`src/rtl/vdma_axi4s_to_axi4_burst_core.sv`:
```
// Video write DMA: stores a tuser-delimited AXI4-Stream frame line by line into memory
// through an AXI4 write master with shortened tail bursts and a bounded number of open bursts.
module vdma_axi4s_to_axi4_burst_core #(
    parameter int AXI4_ID_WIDTH   = 6,
    parameter int AXI4_ADDR_WIDTH = 32,
    parameter int AXI4_LEN_WIDTH  = 8,
    parameter int AXI4_DATA_SIZE  = 2,
    parameter int AXI4_DATA_WIDTH = (8 << AXI4_DATA_SIZE),
    parameter int MAX_OUTSTANDING = 8,
    parameter int STRIDE_WIDTH    = 14,
    parameter int INDEX_WIDTH     = 8,
    parameter int H_WIDTH         = 12,
    parameter int V_WIDTH         = 12
) (
    input  logic                         aclk,
    input  logic                         aresetn,

    input  logic                         ctl_enable,
    input  logic                         ctl_update,
    output logic                         ctl_busy,
    output logic [INDEX_WIDTH-1:0]       ctl_index,
    output logic                         status_bresp_err,
    output logic                         status_tlast_err,
    input  logic                         status_clear,

    input  logic [AXI4_ADDR_WIDTH-1:0]   param_addr,
    input  logic [STRIDE_WIDTH-1:0]      param_stride,
    input  logic [H_WIDTH-1:0]           param_width,
    input  logic [V_WIDTH-1:0]           param_height,
    input  logic [AXI4_LEN_WIDTH-1:0]    param_awlen,

    output logic [AXI4_ID_WIDTH-1:0]     m_axi4_awid,
    output logic [AXI4_ADDR_WIDTH-1:0]   m_axi4_awaddr,
    output logic [1:0]                   m_axi4_awburst,
    output logic [3:0]                   m_axi4_awcache,
    output logic [AXI4_LEN_WIDTH-1:0]    m_axi4_awlen,
    output logic                         m_axi4_awlock,
    output logic [2:0]                   m_axi4_awprot,
    output logic [3:0]                   m_axi4_awqos,
    output logic [3:0]                   m_axi4_awregion,
    output logic [2:0]                   m_axi4_awsize,
    output logic                         m_axi4_awvalid,
    input  logic                         m_axi4_awready,

    output logic [AXI4_DATA_WIDTH-1:0]   m_axi4_wdata,
    output logic [AXI4_DATA_WIDTH/8-1:0] m_axi4_wstrb,
    output logic                         m_axi4_wlast,
    output logic                         m_axi4_wvalid,
    input  logic                         m_axi4_wready,

    input  logic [AXI4_ID_WIDTH-1:0]     m_axi4_bid,
    input  logic [1:0]                   m_axi4_bresp,
    input  logic                         m_axi4_bvalid,
    output logic                         m_axi4_bready,

    input  logic                         s_axi4s_tuser,
    input  logic                         s_axi4s_tlast,
    input  logic [AXI4_DATA_WIDTH-1:0]   s_axi4s_tdata,
    input  logic                         s_axi4s_tvalid,
    output logic                         s_axi4s_tready
);

    localparam int AW    = AXI4_ADDR_WIDTH;
    localparam int LW    = AXI4_LEN_WIDTH;
    localparam int CW    = (LW + 1 > H_WIDTH) ? LW + 1 : H_WIDTH;
    localparam int CNT_W = $clog2(MAX_OUTSTANDING + 1);

    localparam logic [1:0] ST_IDLE  = 2'd0;
    localparam logic [1:0] ST_SKIP  = 2'd1;
    localparam logic [1:0] ST_RUN   = 2'd2;
    localparam logic [1:0] ST_DRAIN = 2'd3;

    // Beats in the next burst: full awlen+1 unless the line remainder is shorter.
    function automatic logic [CW-1:0] burst_beats(input logic [LW-1:0] len,
                                                  input logic [H_WIDTH-1:0] rem);
        logic [CW-1:0] a;
        logic [CW-1:0] r;
        a = CW'(len) + CW'(1);
        r = CW'(rem);
        return (a < r) ? a : r;
    endfunction

    logic [1:0]              state;
    logic                    frame_zero;

    logic [AW-1:0]           sh_addr;
    logic [STRIDE_WIDTH-1:0] sh_stride;
    logic [H_WIDTH-1:0]      sh_width;
    logic [V_WIDTH-1:0]      sh_height;
    logic [LW-1:0]           sh_awlen;

    logic [AW-1:0]           p_addr;
    logic [H_WIDTH-1:0]      p_width;
    logic [V_WIDTH-1:0]      p_height;

    logic [CNT_W-1:0]        ob_cnt;
    logic [CNT_W-1:0]        ob_cnt_nxt;

    logic [AW-1:0]           aw_cur;
    logic [AW-1:0]           aw_base;
    logic [H_WIDTH-1:0]      aw_rem;
    logic [V_WIDTH-1:0]      aw_lines;
    logic                    aw_done;
    logic [AW-1:0]           awaddr_r;
    logic [LW-1:0]           awlen_r;
    logic                    awvalid_r;
    logic [CW-1:0]           aw_beats;
    logic                    aw_line_end;
    logic                    aw_hs;
    logic                    aw_load;

    logic [H_WIDTH-1:0]      w_rem;
    logic [V_WIDTH-1:0]      w_lines;
    logic [CW-1:0]           w_bcnt;
    logic                    w_done;
    logic [AXI4_DATA_WIDTH-1:0] wdata_r;
    logic                    wlast_r;
    logic                    wvalid_r;
    logic [CW-1:0]           w_bl;
    logic                    w_line_end;
    logic                    w_load;

    logic                    arm;
    logic                    start;
    logic                    t_hs;
    logic                    b_dec;
    logic                    b_err;
    logic                    t_err;
    logic                    frame_done;
    logic                    unused_bid;

    assign unused_bid = ^m_axi4_bid;

    // Values being armed: the live params when an update is requested, else the shadow copy.
    assign p_addr   = ctl_update ? param_addr   : sh_addr;
    assign p_width  = ctl_update ? param_width  : sh_width;
    assign p_height = ctl_update ? param_height : sh_height;

    assign arm   = ctl_enable && ((state == ST_IDLE) ||
                                  (state == ST_DRAIN && ob_cnt == '0));
    assign t_hs  = s_axi4s_tvalid && s_axi4s_tready;
    assign start = (state == ST_SKIP) && !frame_zero && t_hs && s_axi4s_tuser;

    assign s_axi4s_tready = (state == ST_SKIP) ||
                            ((state == ST_RUN) && !w_done && (!wvalid_r || m_axi4_wready));

    assign ctl_busy   = (state != ST_IDLE);
    assign frame_done = aw_done && !awvalid_r && w_done && !wvalid_r;

    // ---------------- outstanding burst accounting
    assign aw_hs = awvalid_r && m_axi4_awready;
    assign b_dec = m_axi4_bvalid && (ob_cnt != '0);

    always_comb begin
        ob_cnt_nxt = ob_cnt;
        if (aw_hs && !b_dec)
            ob_cnt_nxt = ob_cnt + CNT_W'(1);
        else if (!aw_hs && b_dec)
            ob_cnt_nxt = ob_cnt - CNT_W'(1);
    end

    // ---------------- FSM, shadow params, index
    always_ff @(posedge aclk or negedge aresetn) begin
        if (!aresetn) begin
            state      <= ST_IDLE;
            ctl_index  <= '0;
            frame_zero <= 1'b0;
            ob_cnt     <= '0;
            sh_addr    <= '0;
            sh_stride  <= '0;
            sh_width   <= '0;
            sh_height  <= '0;
            sh_awlen   <= '0;
        end else begin
            ob_cnt <= ob_cnt_nxt;
            case (state)
                ST_IDLE:  if (ctl_enable) state <= ST_SKIP;
                ST_SKIP:  if (frame_zero) state <= ST_DRAIN;
                          else if (start) state <= ST_RUN;
                ST_RUN:   if (frame_done) state <= ST_DRAIN;
                default:  if (ob_cnt == '0) state <= ctl_enable ? ST_SKIP : ST_IDLE;
            endcase
            if (arm) begin
                ctl_index  <= ctl_index + INDEX_WIDTH'(1);
                frame_zero <= (p_width == '0) || (p_height == '0);
                if (ctl_update) begin
                    sh_addr   <= param_addr;
                    sh_stride <= param_stride;
                    sh_width  <= param_width;
                    sh_height <= param_height;
                    sh_awlen  <= param_awlen;
                end
            end
        end
    end

    // ---------------- AW channel
    assign aw_beats    = burst_beats(sh_awlen, aw_rem);
    assign aw_line_end = (CW'(aw_rem) == aw_beats);
    assign aw_load     = (state == ST_RUN) && !aw_done && (!awvalid_r || m_axi4_awready) &&
                         (ob_cnt_nxt < CNT_W'(MAX_OUTSTANDING));

    always_ff @(posedge aclk or negedge aresetn) begin
        if (!aresetn) begin
            aw_cur    <= '0;
            aw_base   <= '0;
            aw_rem    <= '0;
            aw_lines  <= '0;
            aw_done   <= 1'b0;
            awaddr_r  <= '0;
            awlen_r   <= '0;
            awvalid_r <= 1'b0;
        end else begin
            if (aw_load)
                awvalid_r <= 1'b1;
            else if (m_axi4_awready)
                awvalid_r <= 1'b0;

            if (arm) begin
                aw_cur   <= p_addr;
                aw_base  <= p_addr;
                aw_rem   <= p_width;
                aw_lines <= p_height;
                aw_done  <= 1'b0;
            end else if (aw_load) begin
                awaddr_r <= aw_cur;
                awlen_r  <= LW'(aw_beats - CW'(1));
                if (aw_line_end) begin
                    aw_rem   <= sh_width;
                    aw_base  <= aw_base + AW'(sh_stride);
                    aw_cur   <= aw_base + AW'(sh_stride);
                    aw_lines <= aw_lines - V_WIDTH'(1);
                    if (aw_lines == V_WIDTH'(1))
                        aw_done <= 1'b1;
                end else begin
                    aw_cur <= aw_cur + (AW'(aw_beats) << AXI4_DATA_SIZE);
                    aw_rem <= aw_rem - H_WIDTH'(aw_beats);
                end
            end
        end
    end

    // ---------------- W channel: burst framing tracked separately from AW so W can lead
    assign w_load     = start || ((state == ST_RUN) && !w_done && t_hs);
    assign w_bl       = (w_bcnt == '0) ? burst_beats(sh_awlen, w_rem) : w_bcnt;
    assign w_line_end = (w_rem == H_WIDTH'(1));

    always_ff @(posedge aclk or negedge aresetn) begin
        if (!aresetn) begin
            w_rem    <= '0;
            w_lines  <= '0;
            w_bcnt   <= '0;
            w_done   <= 1'b0;
            wdata_r  <= '0;
            wlast_r  <= 1'b0;
            wvalid_r <= 1'b0;
        end else begin
            if (w_load)
                wvalid_r <= 1'b1;
            else if (m_axi4_wready)
                wvalid_r <= 1'b0;

            if (arm) begin
                w_rem   <= p_width;
                w_lines <= p_height;
                w_bcnt  <= '0;
                w_done  <= 1'b0;
            end else if (w_load) begin
                wdata_r <= s_axi4s_tdata;
                wlast_r <= (w_bl == CW'(1));
                w_bcnt  <= w_bl - CW'(1);
                if (w_line_end) begin
                    w_rem   <= sh_width;
                    w_lines <= w_lines - V_WIDTH'(1);
                    if (w_lines == V_WIDTH'(1))
                        w_done <= 1'b1;
                end else begin
                    w_rem <= w_rem - H_WIDTH'(1);
                end
            end
        end
    end

    // ---------------- sticky status; line count is never resynchronised to tlast
    assign b_err = m_axi4_bvalid && (m_axi4_bresp != 2'b00);
    assign t_err = w_load && ((s_axi4s_tlast != w_line_end) ||
                              ((state == ST_RUN) && s_axi4s_tuser));

    always_ff @(posedge aclk or negedge aresetn) begin
        if (!aresetn) begin
            status_bresp_err <= 1'b0;
            status_tlast_err <= 1'b0;
        end else if (status_clear) begin
            status_bresp_err <= 1'b0;
            status_tlast_err <= 1'b0;
        end else begin
            if (b_err) status_bresp_err <= 1'b1;
            if (t_err) status_tlast_err <= 1'b1;
        end
    end

    // ---------------- outputs
    assign m_axi4_awid     = '0;
    assign m_axi4_awaddr   = awaddr_r;
    assign m_axi4_awburst  = 2'b01;
    assign m_axi4_awcache  = 4'b0001;
    assign m_axi4_awlen    = awlen_r;
    assign m_axi4_awlock   = 1'b0;
    assign m_axi4_awprot   = 3'b000;
    assign m_axi4_awqos    = 4'd0;
    assign m_axi4_awregion = 4'd0;
    assign m_axi4_awsize   = 3'(AXI4_DATA_SIZE);
    assign m_axi4_awvalid  = awvalid_r;
    assign m_axi4_wdata    = wdata_r;
    assign m_axi4_wstrb    = '1;
    assign m_axi4_wlast    = wlast_r;
    assign m_axi4_wvalid   = wvalid_r;
    assign m_axi4_bready   = 1'b1;

endmodule
```
`config.mk`:
```
export PLATFORM = sky130hd
export DESIGN_NAME = vdma_axi4s_to_axi4_burst_core
export DESIGN_NICKNAME = d
export VERILOG_FILES = /design/src/rtl/vdma_axi4s_to_axi4_burst_core.sv
export SDC_FILE = /design/constraint.sdc
export NUM_CORES = 1
export LEC_CHECK = 0
export CAP_MARGIN = 20
export CORE_MARGIN = 5
export CORE_UTILIZATION = 40
export CTS_BUF_LIST = sky130_fd_sc_hd__clkbuf_4 sky130_fd_sc_hd__clkbuf_8
export CTS_CLUSTER_DIAMETER = 100
export DETAILED_ROUTE_END_ITERATION = 8
export GPL_TIMING_DRIVEN = 1
export SYNTH_ARGS = -nofsm -noshare
export SYNTH_HDL_FRONTEND = slang
export SYNTH_SLANG_ARGS = --single-unit
```
`constraint.sdc`:
```
create_clock -name aclk -period 5.7 [get_ports aclk]
set_input_delay 1.14 -clock aclk [delete_from_list [all_inputs] [get_ports aclk]]
set_output_delay 1.14 -clock aclk [all_outputs]
set_load 0.005 [all_outputs]
```
==> impl_metrics.tcl <==
set metrics [dict create \
    ff2ff_path_depth 21 \
    total_power_w 0.0126 \
    crit_type "reg2reg" \
    stdcell_count 2931 \
    synth.avg_cell_area_um2 8.56 \
    power_frac_clock_pct 17.7 \
    worst_hold_slack_ps 470 \
    synthArstFlopShare_pct 100 \
    worst-endpoint-arrival_ps 5700 \
    place.gp.congestion 0.930 \
    io_pins 248 \
    yosysWarnings 0 \
    clock_latency_ps 650 \
    cts_hold_buf 0 \
    cts_resized 0 \
    ir_worst_vdd_mv 0.240 \
    power_frac_seq_pct 30.3 \
    io_buffers 209 \
    num_rows 76 \
    layout.nets 2510 \
    p_leak_nw 10.2 \
    power.internal_w 0.00714 \
    layout-drive-gt1-share_pct 10.4 \
    num_antenna_cells 0 \
    cts-root-buf "clkbuf_8" \
    cts_buffers 54 \
    post-cts-setup-buffers 0 \
    cts_tree "done" \
    grt_overflow 0 \
    grt_max_degree 112 \
    power.density_mw_per_mm2 578 \
    dp_cells 2835 \
    antenna_left 0 \
    run_status "finished clean" \
    tns_ps 0 \
    finClkSkew_ps 30.5 \
    hold_viol 0 \
    yosysUniqueCellTypes 84 \
    finalWorstSetupSlack_ps 485 \
    rsz0062_at_grt "false" \
    fp.coreArea_mm2 0.0433 \
    critPathLaunchType "flip-flop" \
    drc 0 \
    die_h_um 220 \
    drv_slew 0 \
    hold_depth 2 \
    timing.rr.start "sh_awlen[0]$_DFFE_PN0P_" \
    drt-total-wl_um 55700 \
    cts_sinks 296 \
    finalCriticalPeriod_ps 5220 \
    synth-edff-count 0 \
    yosys_register_bits 296 \
    fill_cells 4165 \
    vias_per_cell 5.51 \
    netSwitchingPower_w 0.00545 \
    initial_core_util_pct 40.7 \
    synthFlopType "dfrtp_1" \
    relSlewSlack_pct 20.1 \
    clkTransAtPathRegs_ps 60 \
    critPathMaxFanout 6 \
    dp_slack_ps 533 \
    min_to "m_axi4_awaddr[15]$_DFFE_PN0P_" \
    r2r_end "aw_rem[10]$_DFFE_PN0P_" \
    cap_violations 0 \
    pwr-share-comb_pct 52.0 \
    grt_pass1_wl_um 87600 \
    syn_to_final_growth_pct 23.8 \
    grt_usage_pct 22.6 \
    min_from "m_axi4_awaddr[15]$_DFFE_PN0P_" \
    max_freq_mhz 192 \
    die_area_mm2 0.0483 \
    clock_path_buffers 3 \
    finalCritPeriodShare_pct 91.5 \
    grt_pass1_vias 15600 \
    seq_area_frac_synth_pct 42.1 \
    critPathRequiredTime_ps 6190 \
    switching_share_pct 43.3 \
    grt_antenna_before_repair 0 \
    drt_iter0_markers 1415 \
    setup_viol 0 \
    dp.final_hpwl_um 40500 \
    syn_area_mm2 0.0176 \
    hp-class "reg2reg" \
    wl_per_cell_um 19.0 \
    max_slew.worst_pin.slew_ps 1190 \
    die_x_um 220 \
    r2r_setup_slack_ps 480 \
    vias 16200 \
    synth_cells 2055 \
    htree_levels 2 \
    cp-end-kind "flip-flop" \
    drt_first_pass_iters 6 \
]
per-layer routing:
layer  up-vias  track usage [%]  part of all wire [%]
met5         -                0                     0
met4         0             7.57                   2.7
met3        91             4.99                   8.4
met2       602             32.7                    42
met1      7803             33.6                    47
li1       7667                -                     -
final cells by class:
type	count	area, um2	share of cell area [%]
clock inverter	7	60.1	0.276
clock buffer	89	1140	5.22
timing repair buffer	290	2770	12.7
multi-input combinational	1600	9450	43.4
tap	585	732	3.36
inverter	64	240	1.10
sequential	296	7410	34.0
worst max-delay path, stage by stage (launching register included):
cell	delay [ps]
dfrtp_1	480
ha_1	260
nand3_1	120
xnor2_1	220
ha_1	280
and3_1	200
a221oi_1	320
a211oi_2	130
or2_1	330
o21ai_0	320
ha_1	240
inv_1	60
fa_1	410
a21o_1	180
a21oi_1	190
o21bai_1	110
a2111oi_0	420
buf_4	190
nor2_1	40
a211oi_1	320
o21a_1	180
o21ai_0	70
sequential cells by signal, indices dropped and copies added, names as in the netlist, 14 cells and up:
name           count
aw_base           32
aw_cur            32
m_axi4_awaddr     32
m_axi4_wdata      32
sh_addr           32
sh_stride         14
power groups by stage:
| stage | logic, W | clock network (W) | registers, W |
|---|---|---|---|
| floorplan | 0.00428 | 0 | 0.00359 |
| global placement | 0.00634 | 0 | 0.00380 |
| detailed placement | 0.00647 | 0 | 0.00383 |
| CTS | 0.00651 | 0.00229 | 0.00380 |
| global route | 0.00726 | 0.00238 | 0.00394 |
| finish | 0.00654 | 0.00223 | 0.00381 |
Yosys cell counts, drive strengths merged (7+ instances only):
cell type  instances  share of area (%)
o22ai              7               0.25
a21boi             9               0.38
nand2            518                 11
o31a              10               0.50
o21a              17               0.73
clkbuf            53                1.1
a21o              34                1.5
dfrtp            296                 42
nor3              38                1.1
mux2i             36                2.0
ha                72                5.1
nand3             40                1.1
a21oi            128                3.6
nand2b            13               0.46
nor4              21               0.92
inv               64                1.4
o211ai            16               0.68
a31oi             29                1.1
nor2             142                3.1
and4               8               0.40
mux2              33                2.1
and2               7               0.26
nand4             27               0.96
o21ai             98                2.8
xor2              26                1.3
and3              22               0.78
buf               75                2.6
a211oi            24                1.1
xnor2             39                1.9
o31ai             15               0.70
o22a              10               0.50
nor2b             11               0.39
or3                9               0.32
layout by cell type, fill, tap and decap left out, types with 19 or more instances in the layout:
cell             instances
nand3_1                 40
nand4_1                 27
dfrtp_1                296
a211oi_1                23
a21o_1                  34
o21ai_0                 93
mux2_2                  33
ha_1                    72
nor3_1                  37
a31oi_1                 27
clkbuf_8                75
mux2i_1                 36
xor2_1                  26
nand2_1                513
buf_4                   77
inv_1                   64
nor2_1                 137
clkdlybuf4s50_1        207
and3_1                  22
xnor2_1                 39
a21oi_1                128
nor4_1                  19
conb_1                  35
how the worst max path moves through the flow:
stage               slack [ps]                    start                      to
floorplan                  570  sh_awlen[2]$_DFFE_PN0P_  aw_rem[10]$_DFFE_PN0P_
global placement           510  sh_awlen[0]$_DFFE_PN0P_  aw_rem[10]$_DFFE_PN0P_
detailed placement         530  sh_awlen[0]$_DFFE_PN0P_  aw_rem[10]$_DFFE_PN0P_
CTS                        510  sh_awlen[0]$_DFFE_PN0P_  aw_rem[10]$_DFFE_PN0P_
global route               100  sh_awlen[0]$_DFFE_PN0P_  aw_rem[10]$_DFFE_PN0P_
finish                     480  sh_awlen[0]$_DFFE_PN0P_  aw_rem[10]$_DFFE_PN0P_
stage by stage:
stage,cell area [um2],util (%)
after detailed placement,20600,47.6
final,21800,50.4
after global placement,20600,47.6
after floorplan,17700,-
after global routing,21800,50.4
after CTS,21800,50.4
cells by family after synthesis:
family,count (synthesis),synth area share (%)
fa+ha+maj,75,5.46
xor+xnor,65,3.23
flops,296,42.1
simple gates,875,21.8
mux,69,4.16
buf+inv,192,5.11
other cells,2,0.0427
compound gates,481,18.1
Note: power is estimated with default switching activity, not from simulation.
